[src/rtl/print_string_engine_pkg.sv]
// Shared processor constants: global memory window and print-engine state encoding.
package print_string_engine_pkg;

    localparam logic [31:0] PSE_GLOBAL_LO = 32'h0080_0000;
    localparam logic [31:0] PSE_GLOBAL_HI = 32'h00A0_0000;

    typedef enum logic [2:0] {
        ST_IDLE,
        ST_FETCH,
        ST_WAIT,
        ST_EMIT,
        ST_FINISH
    } pse_state_e;

    function automatic logic addr_in_range(input logic [31:0] addr,
                                           input logic [31:0] lo,
                                           input logic [31:0] hi);
        return (addr >= lo) && (addr <= hi);
    endfunction

endpackage

[src/rtl/print_string_engine.sv]
// Byte-at-a-time string printer: fetches NUL-terminated bytes from global memory
// and hands them to a console sink with a valid/ready handshake.
module print_string_engine
    import print_string_engine_pkg::*;
#(
    parameter int unsigned MAX_LEN   = 1024,
    parameter logic [31:0] GLOBAL_LO = PSE_GLOBAL_LO,
    parameter logic [31:0] GLOBAL_HI = PSE_GLOBAL_HI
) (
    input  logic        clk,
    input  logic        reset,
    input  logic        printStr,
    input  logic [31:0] strAddr,
    output logic        memRe,
    output logic [31:0] memAddr,
    input  logic [7:0]  memByte,
    input  logic        memValid,
    output logic [7:0]  charOut,
    output logic        charValid,
    input  logic        charReady,
    output logic        busy,
    output logic        done,
    output logic        error,
    output logic [15:0] charCount
);

    pse_state_e  state_q, state_d;
    logic [31:0] ptr_q, ptr_d;
    logic [7:0]  byte_q, byte_d;
    logic [15:0] count_q, count_d;
    logic        err_q, err_d;
    logic [31:0] count_next;

    always_ff @(posedge clk) begin
        if (reset) begin
            state_q <= ST_IDLE;
            ptr_q   <= '0;
            byte_q  <= '0;
            count_q <= '0;
            err_q   <= 1'b0;
        end else begin
            state_q <= state_d;
            ptr_q   <= ptr_d;
            byte_q  <= byte_d;
            count_q <= count_d;
            err_q   <= err_d;
        end
    end

    // Compare in 32 bits so MAX_LEN values beyond the 16-bit counter still behave.
    assign count_next = 32'(count_q) + 32'd1;

    always_comb begin
        state_d   = state_q;
        ptr_d     = ptr_q;
        byte_d    = byte_q;
        count_d   = count_q;
        err_d     = err_q;
        memRe     = 1'b0;
        charValid = 1'b0;
        done      = 1'b0;
        error     = 1'b0;
        unique case (state_q)
            ST_IDLE: begin
                if (printStr) begin
                    ptr_d   = strAddr;
                    count_d = '0;
                    err_d   = 1'b0;
                    state_d = ST_FETCH;
                end
            end
            ST_FETCH: begin
                if (addr_in_range(ptr_q, GLOBAL_LO, GLOBAL_HI)) begin
                    memRe   = 1'b1;
                    state_d = ST_WAIT;
                end else begin
                    err_d   = 1'b1;
                    state_d = ST_FINISH;
                end
            end
            ST_WAIT: begin
                if (memValid) begin
                    if (memByte == 8'h00) begin
                        err_d   = 1'b0;
                        state_d = ST_FINISH;
                    end else begin
                        byte_d  = memByte;
                        state_d = ST_EMIT;
                    end
                end
            end
            ST_EMIT: begin
                charValid = 1'b1;
                if (charReady) begin
                    ptr_d   = ptr_q + 32'd1;
                    count_d = count_q + 16'd1;
                    if (count_next == 32'(MAX_LEN)) begin
                        err_d   = 1'b1;
                        state_d = ST_FINISH;
                    end else begin
                        state_d = ST_FETCH;
                    end
                end
            end
            ST_FINISH: begin
                done    = 1'b1;
                error   = err_q;
                state_d = ST_IDLE;
            end
            default: state_d = ST_IDLE;
        endcase
    end

    assign memAddr   = ptr_q;
    assign charOut   = byte_q;
    assign charCount = count_q;
    assign busy      = (state_q == ST_FETCH) || (state_q == ST_WAIT) || (state_q == ST_EMIT);

endmodule

[config.mk]
export PLATFORM = sky130hd
export DESIGN_NAME = print_string_engine
export DESIGN_NICKNAME = d
export VERILOG_FILES = /design/src/rtl/print_string_engine_pkg.sv /design/src/rtl/print_string_engine.sv
export SDC_FILE = /design/constraint.sdc
export NUM_CORES = 1
export LEC_CHECK = 0
export ABC_CLOCK_PERIOD_IN_PS = 4650
export BUFFER_PORTS_ARGS = -buffer_cell sky130_fd_sc_hd__clkbuf_2
export CAP_MARGIN = 5
export CORE_MARGIN = 2
export CORE_UTILIZATION = 49
export DETAILED_ROUTE_END_ITERATION = 10
export PLACE_DENSITY = 0.85
export REMOVE_ABC_BUFFERS = 1
export SYNTH_ARGS = -nofsm -noshare
export SYNTH_HDL_FRONTEND = slang
export SYNTH_SLANG_ARGS = --single-unit
[constraint.sdc]
create_clock -name clk -period 4.65 [get_ports clk]
set_clock_uncertainty 0.2 [all_clocks]
set_input_delay 0.6975 -clock clk [delete_from_list [all_inputs] [get_ports clk]]
set_output_delay 0.6975 -clock clk [all_outputs]
set_load 0.01 [all_outputs]
==> metrics <==
status finished clean; Congestion Overflow GR 0; Die X 94.5 um; total power 1.21 mW; via count 4315; Max Freq 0.304 GHz; hold crit path type flop to flop; RSZ-0062 raised after global routing false; crit-path max FO 8; critical path's slowest cell o41ai_1; mux contribution to synthesized area 0.0601; CTS buffer count 9; initial antenna violation count 0; Mapped Area 4020 um^2; CP endpoint kind output port; DP HPWL 7830 um; critical path data required time 3.75 ns; layout cell share with drive strength beyond 1 0.264; die area 8930 um^2; Final Hold Fails 0; Setup Buffers After CTS 0; cts hold-fix bufs 0; Synth Register Bits 60; type of the worst setup path flop to output port; Clk Tree Root Cell clkbuf_8; maximum capacitance violations 0; DRC viols 0; worst slew pin tran 1.01 ns; Synth Area in Adders 0.0125; Post-Layout Cell Count 700; routability cong. 0.949; H-tree depth 3; placed insts 685; CP max stage delay 0.63 ns; Reg clk slew, reported paths 0.07 ns; CTS resizes 0; row count 33; Setup WS pre-CTS 1.76 ns; crit start category flop; Antenna diodes 0; VDD IR-drop max 0.167 mV; drt total wl 11300 um; period utilization 0.707; All-Layer GR Usage 0.251; IO Pins 106; Post-Syn Instances 509; vias in the first global route 3985; post-DR vias/cell 6.16; Pre-Repair DR Iteration Count 5; Seq/Total Area, Yosys 0.299; Synth Area in Compound Gates 0.225; Yosys warning total 0; nets 640; EDFF count, synth 0; final standard cell area without fillers 4650 um^2; Pwr per Cell Area 261 nW/um^2; drt wl/cell 16.2 um; syn_area_per_cell 7.89 um^2; Most used DFF post-synth dfxtp_1; Worst EP arrival 2.39 ns; Initial Utilization 0.496; clock sink total 60; crit path time final 3.29 ns; Iter 0 DRT Violations 292; post-synth cell types 73; port bufs 105; simple logic cell fraction of the synthesized area 0.318; Area Growth Syn to Fin 15.7%; Core ar. 8090 um^2; # setup viols final 0; CP Buf/Inv Count 2; pin count of the biggest net entering global routing 42; buffer depth of the longest clock path 2; Rel. slew slack 0.328; family with the most delay on the worst path simple AND/OR/NAND/NOR gates; XOR/XNOR share of the synthesized area 0.0131; Final ANT Viol Nets 0; Async S/R FF share, synth 0; CTS tree built; dpl cell area 4460 um^2; first-pass GRT wire length 18100 um; final worst setup slack 1.36 ns; worst-skew pair later-pin latency 0.35 ns; die height 94.5 um; Fin Setup TNS 0 ns; main combinational cell family by area after synthesis simple AND/OR/NAND/NOR gates; Final Max Slew Viols 0; cells along the critical path or4_1 -> o41ai_1 -> nand3_1 -> inv_1 -> clkbuf_2; Pleak 1.92 nW
## worst register-to-register path: cells and delay by family, from the launching register on
family / cells / cell delay [ns]
and+or+nand+nor: 4 / 0.98
AOI/OAI and AO/OA: 2 / 0.48
DFF: 1 / 0.44
buffers and inverters: 3 / 0.72
## metrics by stage
step / util / hold slack (ns)
floorplan: - / 0.278
global placement: 0.551 / 0.278
detailed placement: 0.551 / 0.285
CTS: 0.574 / 0.301
global route: 0.574 / 0.319
finish: 0.574 / 0.295
## cell type report
cell class	instances	area, um^2
multi-input combinational	401	2520
tap	105	131
sequential	60	1200
timing repair buffer	111	571
fill	781	3450
inverter	8	30.0
clock buffer	10	138
clock inverter	5	52.6
## kinds of logic (layout without fill, tap and decap cells)
logic type,count (synthesis),count (layout)
and+or+nand+nor,230,230
buffers and inverters,48,134
AOI/OAI and AO/OA,137,137
xor gates and xnor gates,6,6
adders and majority gates,4,4
muxes,24,24
DFF,60,60
## per-layer routing
layer	share of wire	global-route usage
met5	0	0
met3	0.082	0.0535
met2	0.48	0.432
met4	0.016	0.0870
met1	0.42	0.311
## synthesized netlist by cell type (2+ instances only)
master	number	area share
a211oi_1	11	0.021
a21o_1	5	0.0093
a21oi_1	35	0.044
a221oi_1	5	0.011
a22oi_1	4	0.0075
a311oi_1	5	0.011
a31oi_1	14	0.022
and2_1	6	0.0093
and3_1	10	0.016
and4_1	2	0.0044
buf_2	9	0.011
buf_4	4	0.0075
buf_6	3	0.0084
clkbuf_1	16	0.015
clkbuf_8	5	0.017
dfxtp_1	60	0.30
ha_1	4	0.012
inv_1	7	0.0065
mux2i_1	23	0.057
nand2_1	60	0.056
nand3_1	25	0.031
nand3_2	4	0.010
nand3b_1	5	0.0093
nand4_1	13	0.020
nor2_1	52	0.049
nor2_2	2	0.0031
nor3_1	11	0.014
nor4_1	10	0.016
nor4_2	3	0.0093
nor4_4	3	0.016
o211ai_1	2	0.0037
o21a_1	2	0.0037
o21ai_0	29	0.036
o22ai_1	4	0.0062
o311a_1	2	0.0050
o31ai_1	3	0.0056
o41ai_1	3	0.0065
or3_1	4	0.0062
or4_1	4	0.0075
or4_4	2	0.0056
or4b_2	2	0.0050
xnor2_1	4	0.0087
xor2_1	2	0.0044
## flip-flops by register name, summed over array words and instances, names as in the netlist
name	flops
memAddr	32
charCount	16
state_q	3
charOut	8
err_q	1
## path summary, 6_finish.rpt
check / start / to / slack [ns] / cells after the start
worst min register to register: charOut[7] / charOut[7] / 0.29 / 2
worst max-delay path: memAddr[0] / memRe / 1.36 / 5
worst min-delay path: charOut[7] / charOut[7] / 0.29 / 2
worst max register to register: state_q[2] / memAddr[26] / 1.76 / 9
## cells in the final DEF, fill, tap and decap left out, drive strengths merged, types with 3 or more instances in the layout
cell	synthesis	layout
and2	7	7
and3	11	11
mux2i	23	23
inv	8	8
a311oi	5	5
nor4	16	16
a221oi	6	6
nand3b	5	5
a22oi	4	4
nor2	55	55
or3	5	5
a21oi	36	36
dfxtp	60	60
and4	3	3
nor3	11	11
buf	18	6
clkinv	0	3
a31oi	14	14
o21ai	29	29
nand2	61	61
o22ai	4	4
nand3	29	29
a211oi	11	11
o31ai	4	4
a21o	5	5
xnor2	4	4
clkbuf	22	115
ha	4	4
o41ai	3	3
or4	6	6
nand4	15	15
## where the power goes
group	leakage, nW	internal [mW]	switching, mW
Sequential	0.490	0.537	0.0407
Combinational	1.33	0.0712	0.0927
Clock	0.0979	0.256	0.214
(Power assumes the default switching activity.)
